[config.mk]
export PLATFORM = sky130hd
export DESIGN_NAME = load_store_unit
export DESIGN_NICKNAME = d
export VERILOG_FILES = /design/src/rtl/load_store_unit.sv
export SDC_FILE = /design/constraint.sdc
export NUM_CORES = 1
export LEC_CHECK = 0
export BUFFER_PORTS_ARGS = -buffer_cell sky130_fd_sc_hd__buf_2
export CAP_MARGIN = 10
export CORE_MARGIN = 3
export CORE_UTILIZATION = 49
export DETAILED_ROUTE_END_ITERATION = 12
export PLACE_DENSITY_LB_ADDON = 0.3
export SETUP_SLACK_MARGIN = 0.3
export SLEW_MARGIN = 20
export SYNTH_ARGS = -nofsm -noshare
export SYNTH_HDL_FRONTEND = slang
export SYNTH_SLANG_ARGS = --single-unit
export TNS_END_PERCENT = 20
[constraint.sdc]
create_clock -name clk -period 1.8 [get_ports clk]
set_input_delay 0.18 -clock clk [delete_from_list [all_inputs] [get_ports clk]]
set_output_delay 0.18 -clock clk [all_outputs]
set_load 0.01 [all_outputs]
[src/rtl/load_store_unit.sv]
// Memory stage: turns the ALU result into a word-aligned req/ack data-memory access,
// places store lanes, extracts and extends load lanes, and stalls the core meanwhile.
module load_store_unit #(
  parameter int ADDR_WIDTH = 32,
  parameter int MAX_WAIT   = 15
) (
  input  logic                  clk,
  input  logic                  rst_n,
  input  logic                  mem_read,
  input  logic                  mem_write,
  input  logic [2:0]            funct3,
  input  logic [ADDR_WIDTH-1:0] addr,
  input  logic [31:0]           wdata,
  output logic [31:0]           rdata,
  output logic                  stall,
  output logic                  done,
  output logic                  fault,
  output logic [1:0]            fault_cause,
  output logic                  dmem_req,
  output logic                  dmem_we,
  output logic [ADDR_WIDTH-1:0] dmem_addr,
  output logic [31:0]           dmem_wdata,
  output logic [3:0]            dmem_be,
  input  logic [31:0]           dmem_rdata,
  input  logic                  dmem_ack
);

  localparam int CNT_W = (MAX_WAIT < 2) ? 1 : $clog2(MAX_WAIT);
  localparam logic [CNT_W-1:0] WAIT_LAST = CNT_W'(MAX_WAIT - 1);

  localparam logic [1:0] CAUSE_MISALIGN = 2'b01;
  localparam logic [1:0] CAUSE_ILLEGAL  = 2'b10;
  localparam logic [1:0] CAUSE_TIMEOUT  = 2'b11;

  typedef enum logic [1:0] {IDLE, REQ, DONE, ERR} state_t;

  state_t           state;
  logic [CNT_W-1:0] wait_cnt;
  logic [1:0]       ld_size;
  logic [1:0]       ld_off;
  logic             ld_uns;

  logic             is_req;
  logic             f3_ok;
  logic             misaligned;
  logic [35:0]      st_lanes;

  // Picks the addressed lane out of the read word and extends it to 32 bits.
  function automatic logic [31:0] load_extend(input logic [31:0] word,
                                              input logic [1:0]  off,
                                              input logic [1:0]  size,
                                              input logic        uns);
    logic [7:0]  b;
    logic [15:0] h;
    logic [31:0] r;
    case (off)
      2'd0:    b = word[7:0];
      2'd1:    b = word[15:8];
      2'd2:    b = word[23:16];
      default: b = word[31:24];
    endcase
    h = off[1] ? word[31:16] : word[15:0];
    case (size)
      2'b00:   r = uns ? {24'b0, b} : {{24{b[7]}}, b};
      2'b01:   r = uns ? {16'b0, h} : {{16{h[15]}}, h};
      default: r = word;
    endcase
    return r;
  endfunction

  // Returns {byte_enables, replicated_store_data}.
  function automatic logic [35:0] store_lanes(input logic [31:0] d,
                                              input logic [1:0]  off,
                                              input logic [1:0]  size);
    logic [35:0] r;
    case (size)
      2'b00:   r = {4'b0001 << off, {4{d[7:0]}}};
      2'b01:   r = {(off[1] ? 4'b1100 : 4'b0011), {2{d[15:0]}}};
      default: r = {4'b1111, d};
    endcase
    return r;
  endfunction

  assign is_req = mem_read | mem_write;

  // A simultaneous read and write is handled as a store, so store-only sizes apply.
  always_comb begin
    f3_ok = 1'b0;
    case (funct3)
      3'b000, 3'b001, 3'b010: f3_ok = 1'b1;
      3'b100, 3'b101:         f3_ok = ~mem_write;
      default:                f3_ok = 1'b0;
    endcase
  end

  assign misaligned = ((funct3[1:0] == 2'b01) && addr[0]) ||
                      ((funct3[1:0] == 2'b10) && (addr[1:0] != 2'b00));

  assign st_lanes = store_lanes(wdata, addr[1:0], funct3[1:0]);

  assign stall = ((state == IDLE) && is_req) || (state == REQ);

  always_ff @(posedge clk or negedge rst_n) begin
    if (!rst_n) begin
      state       <= IDLE;
      wait_cnt    <= '0;
      ld_size     <= '0;
      ld_off      <= '0;
      ld_uns      <= 1'b0;
      rdata       <= '0;
      done        <= 1'b0;
      fault       <= 1'b0;
      fault_cause <= '0;
      dmem_req    <= 1'b0;
      dmem_we     <= 1'b0;
      dmem_addr   <= '0;
      dmem_wdata  <= '0;
      dmem_be     <= '0;
    end else begin
      done  <= 1'b0;
      fault <= 1'b0;
      case (state)
        IDLE: begin
          if (is_req) begin
            if (!f3_ok) begin
              fault       <= 1'b1;
              fault_cause <= CAUSE_ILLEGAL;
              state       <= ERR;
            end else if (misaligned) begin
              fault       <= 1'b1;
              fault_cause <= CAUSE_MISALIGN;
              state       <= ERR;
            end else begin
              dmem_req   <= 1'b1;
              dmem_we    <= mem_write;
              dmem_addr  <= {addr[ADDR_WIDTH-1:2], 2'b00};
              dmem_wdata <= mem_write ? st_lanes[31:0] : 32'b0;
              dmem_be    <= mem_write ? st_lanes[35:32] : 4'b0000;
              ld_size    <= funct3[1:0];
              ld_off     <= addr[1:0];
              ld_uns     <= funct3[2];
              wait_cnt   <= '0;
              state      <= REQ;
            end
          end
        end
        REQ: begin
          // An ack in the cycle the wait limit is reached still completes the access.
          if (dmem_ack) begin
            if (!dmem_we) rdata <= load_extend(dmem_rdata, ld_off, ld_size, ld_uns);
            dmem_req <= 1'b0;
            dmem_we  <= 1'b0;
            dmem_be  <= 4'b0000;
            wait_cnt <= '0;
            done     <= 1'b1;
            state    <= DONE;
          end else if (wait_cnt == WAIT_LAST) begin
            dmem_req    <= 1'b0;
            dmem_we     <= 1'b0;
            dmem_be     <= 4'b0000;
            wait_cnt    <= '0;
            fault       <= 1'b1;
            fault_cause <= CAUSE_TIMEOUT;
            state       <= ERR;
          end else begin
            wait_cnt <= wait_cnt + 1'b1;
          end
        end
        DONE:    state <= IDLE;
        ERR:     state <= IDLE;
        default: state <= IDLE;
      endcase
    end
  end

endmodule

## After elaboration in Yosys (flattened, before gate mapping)

Index checks and enable logic that the tools add are counted.

- Latch bits: 0
- Memories: 0
- Logic and storage cells: 112
- Memory bits (writable): 0
- ROM bits: 0
- Bits of input ports: 104
- Bits in registers: 115
- Output and inout port bits: 107

- Shift-type cells: 1
- Equality and inequality tests: 20
- Reductions and logical operators: 21
- Divide/modulo/power cells: 0
- Add/subtract/negate cells: 1
- Order comparisons: 0
- Bitwise gates (word level): 4
- Muxes and demuxes: 51
- Multiply operators: 0

Operators by type and width:

| cell | number |
|---|---|
| 32-bit two-way mux | 3 |
| 36-bit case mux with 2 select lines | 1 |
| 32-bit case mux with 2 select lines | 1 |
| 4-bit two-way mux | 12 |
| 8-bit case mux with 3 select lines | 1 |
| 2-bit two-way mux | 9 |
| 16-bit two-way mux | 1 |
| 4-bit case mux with 2 select lines | 2 |
| 1-bit two-way mux | 15 |
| 5-bit AND reduction | 2 |
| 2-bit by 1-bit equality test with 1-bit output (second input constant) | 4 |
| 2-bit equality test (second input constant) | 4 |
| 2-bit zero test | 4 |
| 2-bit inequality test (second input constant) | 4 |
| 1-bit case mux with 2 select lines | 4 |
| 4-bit AND reduction | 2 |
| 3-bit equality test (second input constant) | 2 |
| 2-bit case mux with 3 select lines | 1 |
| 4-bit by 1-bit adder with 4-bit output (second input constant) | 1 |
| 4-bit equality test (second input constant) | 1 |
| 2-bit case mux with 2 select lines | 1 |
| 2-bit nonzero test | 2 |
| 2-bit OR reduction | 2 |
| 1-bit by 2-bit left shift with 4-bit output (first input constant) | 1 |
| other kinds (13) | 18 |

## Logic depth before layout (Yosys ltp)

Gate-level depths: netlist of run 1.

- Word-level depth: 7
- Mapped depth: 7
- Mapped depth without buffers: 6

## Worst setup path before layout of run 1

Ideal clock, no wire load.

- Path kind: flip-flop to flip-flop
- Start: reg ld_off[0]
- End: reg rdata[10]
- Arrival: 1405 ps
- Stages on the path, launching flop included: 6
- Period minus slack after synthesis: 1546 ps
- Slack: 254 ps
- Setup time: 142 ps
- Buffers on the path: 1
- Required time: 1658 ps
- Path through: dfrtp_1 -> mux4_2 -> nand3_1 -> or2_1 -> clkbuf_1 -> a31oi_1

- Word-level cells in the longest chain between the ends: 4
- Elaborated cells on any way between the ends: 6
- Those cells by class: eq/ne: 2; mux: 3; reduce/logical: 1

Ends and longest elaborated chain:

| element | line | RTL |
|---|---|---|
| start: declaration | 40 | `logic [1:0] ld_off;` |
| start signal: assignment | 140 | `ld_off <= addr[1:0];` |
| 2-bit equality test, or another cell as far along | 56 | `case (off)` |
| 8-bit case mux with 3 select lines (*) | 56 |  |
| 32-bit two-way mux (*) | 64 | `2'b00: r = uns ? {24'b0, b} : {{24{b[7]}}, b};` |
| 32-bit case mux with 2 select lines (*) | 63 | `case (size)` |
| end signal: assignment | 150 | `if (!dmem_we) rdata <= load_extend(dmem_rdata, ld_off, ld_size, ld_uns);` |
| end: declaration | 14 | `output logic [31:0] rdata,` |

Every way passes the cells marked *; elsewhere a longest branch is shown, timed or not.
A chain may end at the register's enable or synchronous reset.

## Worst setup path after layout of run 1

- Start: reg state[0]
- End: reg rdata[18]

- Word-level cells in the longest chain between the ends: 2

Ends and longest elaborated chain:

| element | line | RTL |
|---|---|---|
| start: declaration | 37 | `state_t state;` |
| start signal: assignment | 105 | `state <= IDLE;` |
| start signal: assignment | 128 | `state <= ERR;` |
| start signal: assignment | 132 | `state <= ERR;` |
| 2-bit by 1-bit equality test with 1-bit output | 122 | `case (state)` |
| 3-bit AND reduction (no source line) | - |  |

Every way passes these cells.

==> results_dict.tcl, run 1 <==
set metrics [dict create \
    status "finished clean" \
    route.detailed.drc 0 \
    startpoint_type "register" \
    maxCapViolCount 0 \
    final_common_cell "buf_2" \
    fin_worst_skew_ps 9.85 \
    die_w_um 112 \
    max_freq_ghz 0.610 \
    layout.nets 895 \
    synth.avg_cell_area_um2 10.9 \
    period_needed_ps 1640 \
    initial_core_util_pct 50.5 \
    hold_violations 0 \
    leakagePower_uw 0.00417 \
    layout-drive-gt1-share_pct 43.6 \
    htreeDepth 4 \
    worstPathRequired_ps 2240 \
    finalPower_uw 12900 \
    design_area_mm2 0.00812 \
    pin_count 211 \
    cts.path.max_buffers 2 \
    grt_max_degree 116 \
    ant_nets 0 \
    synthFlopType "dfrtp_1" \
    fin_setup_tns_ps 0 \
    drt-pass1-iter-count 6 \
    drt-total-wl_um 17300 \
    synth_edf_count 0 \
    area_delta_synth_final_pct 47.7 \
    hp-class "input pin to register" \
    worstSetupPathType "register to register" \
    hpwlAfterDp_um 11100 \
    netlist_area_mm2 0.00550 \
    post_drt_wl_per_cell_um 18.5 \
    yosysSeqAreaShare_pct 52.3 \
    grt_overflow_total 0 \
    arrival_ps 2080 \
    yosysWarnings 0 \
    ys_ff_latch 115 \
    core_area_mm2 0.0109 \
    grt_pass1_vias 5398 \
    numPortBuffers 208 \
    grt_antenna_before_repair 1 \
    max-slew-margin-rel_pct 58.8 \
    post-route-util_pct 74.6 \
    gp_congestion 0.856 \
    rsz0062_at_grt "true" \
    dpl_cell_area_mm2 0.00672 \
    ir_drop_mv 0.738 \
    routed_via_density 5.55 \
    synth-async-reset-ratio_pct 100 \
    grt_pass1_wl_um 27900 \
    setup_viol 0 \
    synthCells 506 \
    tightest_slew_ps 617 \
    cts-root-buf "clkbuf_8" \
    power_density_mw_per_mm2 1590 \
    synth_cell_types 51 \
    cp-end-kind "register" \
    cts.clk_slew.worst_paths_ps 60 \
    cts.sinks 115 \
    dieArea_mm2 0.0125 \
    fin_crit_sh_pct 91.0 \
    path_max_fanout 8 \
    mostFrequentLayoutCells "208 x buf_2, 111 x dfrtp_1, 85 x nand2_1" \
    num_vias 5214 \
    cts_buffers 17 \
    rows 38 \
    final_max_slew_viol_count 0 \
    grt_usage_pct 28.1 \
    drt_iter0_markers 467 \
    clk-insertion-delay-late_ps 510 \
    dieHeight_um 112 \
    cts_tree "yes" \
    n_antenna_cell 0 \
]
==> power by group <==
part | switching, µW | total [µW] | internal (µW)
Clock | 1100 | 3040 | 1940
Combinational | 2710 | 5350 | 2640
Sequential | 795 | 4540 | 3750
==> per-stage QoR <==
| stage | std cells | hold slack, ps | worst slack [ps] |
|---|---|---|---|
| final | 939 | 23.1 | 161 |
| after detailed placement | 837 | 327 | 28.4 |
| after global routing | 939 | 9.82 | 124 |
| after floorplan | 507 | -116 | 275 |
| after global placement | 837 | 314 | 125 |
| after CTS | 932 | 0.391 | 225 |
==> cells by family (layout without fill, tap and decap cells) <==
group,after synthesis,in the layout,share of synthesized area [%]
other,1,2,0.0682
DFF,115,115,52.3
and+or+nand+nor,162,162,13.2
buffers and inverters,41,333,3.75
muxes,72,72,16.7
adders and majority gates,2,2,0.455
xor gates and xnor gates,1,1,0.159
AOI/OAI and AO/OA,112,112,13.4
==> what timing repair did <==
item	4_1_cts	5_1_grt
pin swaps	3	9
setup endpoints to repair	105	77
hold endpoints to repair	174	0
buffers inserted	6	5
hold buffers	58	0
gates cloned	2	2
resized for setup	15	15
==> cell type report <==
class	instances	area, µm²
sequential	115	2880
fill	742	2770
multi-input combinational	351	2520
timing repair buffer	299	1990
clock buffer	23	477
tap	140	175
clock inverter	6	55.1
inverter	5	18.8
==> registers in the layout, indices dropped and copies added (netlist names) <==
register,count
dmem_wdata,32
rdata,32
dmem_addr,30
dmem_be,4
wait_cnt,4
fault_cause,2
ld_off,2
ld_size,2
state,2
dmem_req,1
dmem_we,1
done,1
fault,1
ld_uns,1
==> per-layer routing <==
metal	wire length, µm	track usage, %
met5	13	0
met1	6800	34.7
met3	1300	7.45
met2	8610	47.6
met4	620	10.5
==> critical path: stages (launching register included) <==
cell and delay, ps:
dfrtp_2 460, buf_4 160, nand2b_4 80, nor3b_4 190
buf_6 140, buf_12 110, nand3_2 110, buf_2 220
nand3_1 90
==> synth_stat cells, types with 2 or more instances <==
| library cell | count | area [µm²] |
|---|---|---|
| dfrtp_1 | 115 | 2880 |
| nand2_1 | 85 | 319 |
| nand3_1 | 37 | 185 |
| mux2_4 | 30 | 450 |
| o21ai_1 | 28 | 140 |
| clkbuf_1 | 22 | 82.6 |
| mux2_2 | 22 | 248 |
| o21ai_0 | 22 | 110 |
| nor2_1 | 18 | 67.6 |
| mux2i_1 | 15 | 150 |
| a22o_1 | 12 | 105 |
| a21oi_1 | 11 | 55.1 |
| a221oi_1 | 7 | 61.3 |
| o22a_1 | 7 | 61.3 |
| buf_2 | 6 | 30.0 |
| o22ai_1 | 6 | 37.5 |
| buf_6 | 5 | 56.3 |
| a21o_1 | 4 | 30.0 |
| inv_1 | 4 | 15.0 |
| mux2_1 | 4 | 45.0 |
| nand2b_1 | 4 | 25.0 |
| and3_1 | 3 | 18.8 |
| a31oi_1 | 2 | 12.5 |
| buf_4 | 2 | 15.0 |
| ha_1 | 2 | 25.0 |
| nand3b_1 | 2 | 15.0 |
| nor2b_1 | 2 | 12.5 |
| nor3_1 | 2 | 10.0 |
| o211ai_1 | 2 | 15.0 |
| o21bai_1 | 2 | 15.0 |
| o2bb2ai_1 | 2 | 17.5 |
| or2_1 | 2 | 12.5 |
==> final timing paths <==
path	from	to	slack [ps]	cells after the start
min	dmem_rdata[2]	rdata[2]$_DFFE_PN0P_	20	3
min in group asynchronous	rst_n	dmem_addr[21]$_DFFE_PN0P_	300	3
max reg2reg	state[0]$_DFFE_PN0P_	rdata[18]$_DFFE_PN0P_	160	8
max	state[0]$_DFFE_PN0P_	rdata[18]$_DFFE_PN0P_	160	8
max in group asynchronous	rst_n	state[1]$_DFFE_PN0P_	1000	3
min reg2reg	dmem_wdata[11]$_DFFE_PN0P_	dmem_wdata[11]$_DFFE_PN0P_	480	2
(Power assumes the default switching activity.)
==> run 2, diff against run 1 <==
--- a/config.mk
+++ b/config.mk
@@ -10,6 +10,7 @@
 export CORE_MARGIN = 3
 export CORE_UTILIZATION = 49
 export DETAILED_ROUTE_END_ITERATION = 12
+export HOLD_SLACK_MARGIN = 0.03
 export PLACE_DENSITY_LB_ADDON = 0.3
 export SETUP_SLACK_MARGIN = 0.3
 export SLEW_MARGIN = 20
==> run 2 against run 1 <==
Net effect: register-to-register slack better by 80 ps; worst hold slack better by 30 ps; count of clock-buffer cells in the layout unchanged; combinational power is 3% higher; total power rose by 1.3%; clock skew grew 0.72 ps; global-route usage increased by 0.43 points; critical path type unchanged.
==> results_dict.tcl, run 2 (same netlist as run 1, synthesis figures left out) <==
set metrics [dict create \
    worstPathRequired_ps 2180 \
    fin_setup_tns_ps 0 \
    dieArea_mm2 0.0125 \
    grt_pass1_wl_um 28300 \
    drt-total-wl_um 18200 \
    dieHeight_um 112 \
    grt_pass1_vias 5505 \
    post-route-util_pct 76.0 \
    endpoint "rdata[4]$_DFFE_PN0P_" \
    num_vias 5331 \
    rrSetupSlack_ps 250 \
    mostFrequentLayoutCells "207 x buf_2, 111 x dfrtp_1, 85 x nand2_1" \
    grt_antenna_before_repair 1 \
    hpwlAfterDp_um 11100 \
    setup_viol 0 \
    startpoint "ld_off[0]$_DFFE_PN0P_" \
    pin_count 211 \
    post_drt_wl_per_cell_um 19.1 \
    cts.path.max_buffers 2 \
    htreeDepth 4 \
    ff2ff_path_depth 4 \
    final_common_cell "buf_2" \
    cp_num_buf_inv 0 \
    status "finished clean" \
    path_max_fanout 6 \
    reg2reg_from "ld_off[0]$_DFFE_PN0P_" \
    layout-drive-gt1-share_pct 43.1 \
    worstSetupPathType "register to register" \
    max_freq_ghz 0.643 \
    design_area_mm2 0.00828 \
    cts-root-buf "clkbuf_8" \
    internal_power_uw 8390 \
    numPortBuffers 208 \
    grt_overflow_total 0 \
    ir_drop_mv 0.750 \
    worstReg2RegEnd "rdata[4]$_DFFE_PN0P_" \
    initial_core_util_pct 50.5 \
    p_switching_uw 4700 \
    combPwrFrac_pct 41.9 \
    final_max_slew_viol_count 0 \
    cp_num_cells 4 \
    cts_buffers 17 \
    cts.sinks 115 \
    grt_usage_pct 28.6 \
    routed_via_density 5.59 \
    core_area_mm2 0.0109 \
    arrival_ps 1930 \
    route.detailed.drc 0 \
    cp-end-kind "register" \
    gp_congestion 0.856 \
    grt_max_degree 116 \
    startpoint_type "register" \
    slowest_stage "or3b_4" \
    critical-path-max-stage-delay_ps 450 \
    fin_worst_skew_ps 10.6 \
    hp-class "input pin to register" \
    drt_iter0_markers 564 \
    cts.clk_slew.worst_paths_ps 60 \
    drt-pass1-iter-count 7 \
    power_density_mw_per_mm2 1580 \
    power_frac_clock_pct 23.3 \
    rows 38 \
    period_needed_ps 1550 \
    rsz0062_at_grt "true" \
    leakagePower_uw 0.00424 \
    final.fill_count 725 \
    n_antenna_cell 0 \
    ant_nets 0 \
    switching_share_pct 35.9 \
    area_delta_synth_final_pct 50.5 \
    maxCapViolCount 0 \
    max-slew-margin-rel_pct 56.0 \
    die_w_um 112 \
    seqPwrFrac_pct 34.7 \
    dpl_cell_area_mm2 0.00672 \
    clk-insertion-delay-late_ps 510 \
    top_regs "dmem_wdata (32), rdata (32), dmem_addr (30)" \
    crit_family "compound AO/OA/AOI/OAI gates" \
    cts_tree "yes" \
    fin_crit_sh_pct 86.4 \
    layout.nets 909 \
    tightest_slew_ps 660 \
    hold_violations 0 \
    crit_path_cell_trace "or3b_4 -> o22a_1 -> o22ai_1 -> o21ai_1" \
    whs_ps 53.4 \
]
## run 2: how the worst min path moves through the flow
stage / start / end / slack (ps) / cells past startpoint
after floorplan: rst_n / dmem_addr[10]$_DFFE_PN0P_ / -120 / 0
after global placement: rst_n / rdata[12]$_DFFE_PN0P_ / 310 / 2
after detailed placement: rst_n / dmem_addr[21]$_DFFE_PN0P_ / 330 / 2
after CTS: wdata[27] / dmem_wdata[27]$_DFFE_PN0P_ / 30 / 5
after global routing: wdata[19] / dmem_wdata[19]$_DFFE_PN0P_ / 40 / 4
final: wdata[27] / dmem_wdata[27]$_DFFE_PN0P_ / 50 / 5
## run 2: final cells by class
| type | count | area (µm²) | area share, % |
|---|---|---|---|
| flip-flops and latches | 115 | 2880 | 34.8 |
| multi-input cells | 351 | 2530 | 30.6 |
| repair buffers | 313 | 2140 | 25.8 |
| clock buffers | 23 | 477 | 5.76 |
| well taps | 140 | 175 | 2.12 |
| clock inverters | 6 | 55.1 | 0.665 |
| inverters | 5 | 18.8 | 0.227 |
## run 2: power by group through the flow
stage	Clock (µW)	Sequential (µW)	Combinational, µW
detailed placement	0	4470	4840
global route	3210	4690	5880
CTS	3080	4500	5200
floorplan	0	4890	2390
finish	3050	4550	5490
global placement	0	4450	4690
## run 2: through the flow
| step | power [µW] | cells | worst slack (ps) |
|---|---|---|---|
| after floorplan | 7280 | 507 | 275 |
| after global placement | 9140 | 837 | 125 |
| after detailed placement | 9310 | 837 | 28.4 |
| after CTS | 12800 | 943 | 225 |
| after global routing | 13800 | 953 | 164 |
| final | 13100 | 953 | 246 |
## run 2: what timing repair did
| action | CTS | global route |
|---|---|---|
| hold buffers | 69 | 1 |
| endpoints found under the hold margin | 185 | 1 |
| pin swaps | 3 | 10 |
| setup buffers | 6 | 6 |
| gates cloned | 2 | 3 |
| gates resized for setup | 15 | 17 |
| endpoints found under the setup margin | 105 | 77 |
## run 2: worst reg2reg max path: cells and delay by family (launching register included)
family	cells	cell delay (ps)
AOI/OAI and AO/OA	3	540
and+or+nand+nor	1	460
DFF	1	440
## run 2: metal layers
metal | up-vias | global-route usage (%) | wire (µm)
met5 | - | 0 | 13
met4 | 2 | 10.5 | 599
met3 | 58 | 7.77 | 1410
met2 | 315 | 48.7 | 9230
met1 | 2566 | 34.7 | 6970
li1 | 2390 | - | -
==> run 3, diff against run 2 <==
--- a/config.mk
+++ b/config.mk
@@ -12,6 +12,7 @@
 export DETAILED_ROUTE_END_ITERATION = 12
 export HOLD_SLACK_MARGIN = 0.03
 export PLACE_DENSITY_LB_ADDON = 0.3
+export RECOVER_POWER = 100
 export SETUP_SLACK_MARGIN = 0.3
 export SLEW_MARGIN = 20
 export SYNTH_ARGS = -nofsm -noshare
==> run 3 against run 2 <==
Net effect: worst setup slack worse by 59 ps; critical path depth up 3; sequential power about the same; utilization shrank 2.5 points; critical endpoint is now rdata[27]$_DFFE_PN0P_; largest cell class unchanged.
==> results_dict.tcl, run 3 (same netlist as run 1, synthesis figures left out) <==
set metrics [dict create \
    hp-class "input pin to register" \
    pin_count 211 \
    n_antenna_cell 0 \
    grt_pass1_vias 5505 \
    numPortBuffers 208 \
    cts.sinks 115 \
    initial_core_util_pct 50.5 \
    fin_worst_skew_ps 10.5 \
    wl_met2_um 9140 \
    rrSetupSlack_ps 190 \
    arrival_ps 2050 \
    fin_crit_sh_pct 89.6 \
    htreeDepth 4 \
    crit_path_cell_trace "buf_4 -> nand2b_4 -> nor3b_4 -> buf_12 -> nand3_1 -> buf_6 -> nand3_1" \
    worstPathRequired_ps 2230 \
    grt_overflow_total 0 \
    core_area_mm2 0.0109 \
    status "finished clean" \
    dieArea_mm2 0.0125 \
    tightest_slew_ps 1050 \
    rsz0062_at_grt "true" \
    startpoint_type "register" \
    ant_nets 0 \
    clk-insertion-delay-late_ps 510 \
    route.met3.wl_um 1380 \
    drt_iter0_markers 498 \
    slowest_stage "dfrtp_1" \
    max_freq_ghz 0.620 \
    maxCapViolCount 0 \
    grt_usage_pct 28.6 \
    cts_buffers 17 \
    routed_via_density 5.55 \
    dieHeight_um 112 \
    cts-root-buf "clkbuf_8" \
    worst_path_most_repeated_cell "nand3_1" \
    post_drt_wl_per_cell_um 19.0 \
    cts.clk_slew.worst_paths_ps 60 \
    top_regs "dmem_wdata (32), rdata (32), dmem_addr (30)" \
    final_common_cell "dfrtp_1" \
    route.detailed.drc 0 \
    cts.path.max_buffers 2 \
    grt_antenna_before_repair 1 \
    mostFrequentLayoutCells "112 x dfrtp_1, 107 x clkbuf_1, 103 x buf_2" \
    cts_tree "yes" \
    drt-pass1-iter-count 5 \
    wl_met1_um 6990 \
    leakagePower_uw 0.00374 \
    gp_congestion 0.856 \
    hpwlAfterDp_um 11100 \
    route.top_layer_used "met5" \
    post-route-util_pct 73.5 \
    cp-end-kind "register" \
    drt-total-wl_um 18200 \
    ir_drop_mv 0.742 \
    fin_setup_tns_ps 0 \
    grt_max_degree 116 \
    area_delta_synth_final_pct 45.6 \
    num_vias 5292 \
    grt_pass1_wl_um 28300 \
    period_needed_ps 1610 \
    power_density_mw_per_mm2 1560 \
    path_max_fanout 16 \
    hold_violations 0 \
    critical-path-max-stage-delay_ps 510 \
    setup_viol 0 \
    layout.nets 909 \
    layout-drive-gt1-share_pct 26.2 \
    rows 38 \
    die_w_um 112 \
    worstSetupPathType "register to register" \
    max-slew-margin-rel_pct 30.3 \
    final_max_slew_viol_count 0 \
]
run 3: cell types whose count changed in the layout (fill, tap and decap cells not counted), sizes merged:
cell / previous run / this run
buf: 240 / 132
clkbuf: 25 / 133
run 3: what timing repair did:
action,in CTS,in global routing
setup buffers,6,6
hold endpoints to repair,185,1
resized for setup,15,17
setup endpoints to repair,105,77
pin swaps,3,10
hold buffers,69,1
gates cloned,2,3
run 3: final cells by class:
class / instances / area [µm²]
fill: 838 / 2880
sequential: 115 / 2880
multi-input combinational: 351 / 2400
timing repair buffer: 313 / 1990
clock buffer: 23 / 477
tap: 140 / 175
clock inverter: 6 / 55.1
inverter: 5 / 18.8
run 3: metrics by stage:
step	hold WS (ps)	cells	total power (µW)	worst slack [ps]	cell area [µm²]
after floorplan	-116	507	7280	275	5510
after global placement	314	837	9140	125	6720
after detailed placement	327	837	9310	28.4	6720
after CTS	33.7	943	12800	225	8110
after global routing	60.4	953	13200	105	8000
final	47.3	953	12500	187	8000
run 3: power by group:
group	total, µW	switching (µW)	internal, µW
sequential	4570	826	3740
clock	3040	1100	1940
combinational	4860	2750	2110
run 3: final timing paths:
path / startpoint / end / cells after the start
max: state[0]$_DFFE_PN0P_ / rdata[27]$_DFFE_PN0P_ / 7
min: dmem_rdata[11] / rdata[11]$_DFFE_PN0P_ / 3
max reg2reg: state[0]$_DFFE_PN0P_ / rdata[27]$_DFFE_PN0P_ / 7
min reg2reg: dmem_wdata[11]$_DFFE_PN0P_ / dmem_wdata[11]$_DFFE_PN0P_ / 2
max in group asynchronous: rst_n / ld_size[0]$_DFFE_PN0P_ / 3
min in group asynchronous: rst_n / dmem_addr[21]$_DFFE_PN0P_ / 3
run 3: routing by layer:
layer / GRT usage, % / vias to the layer above
met2: 48.7 / 302
met5: 0 / -
met1: 34.7 / 2536
li1: - / 2388
met3: 7.77 / 64
met4: 10.5 / 2
run 3: worst max-delay path: cells and delay by family (launching register included):
family / cells / cell delay [ps]
and+or+nand+nor: 4 / 490
DFF: 1 / 510
buffers and inverters: 3 / 530
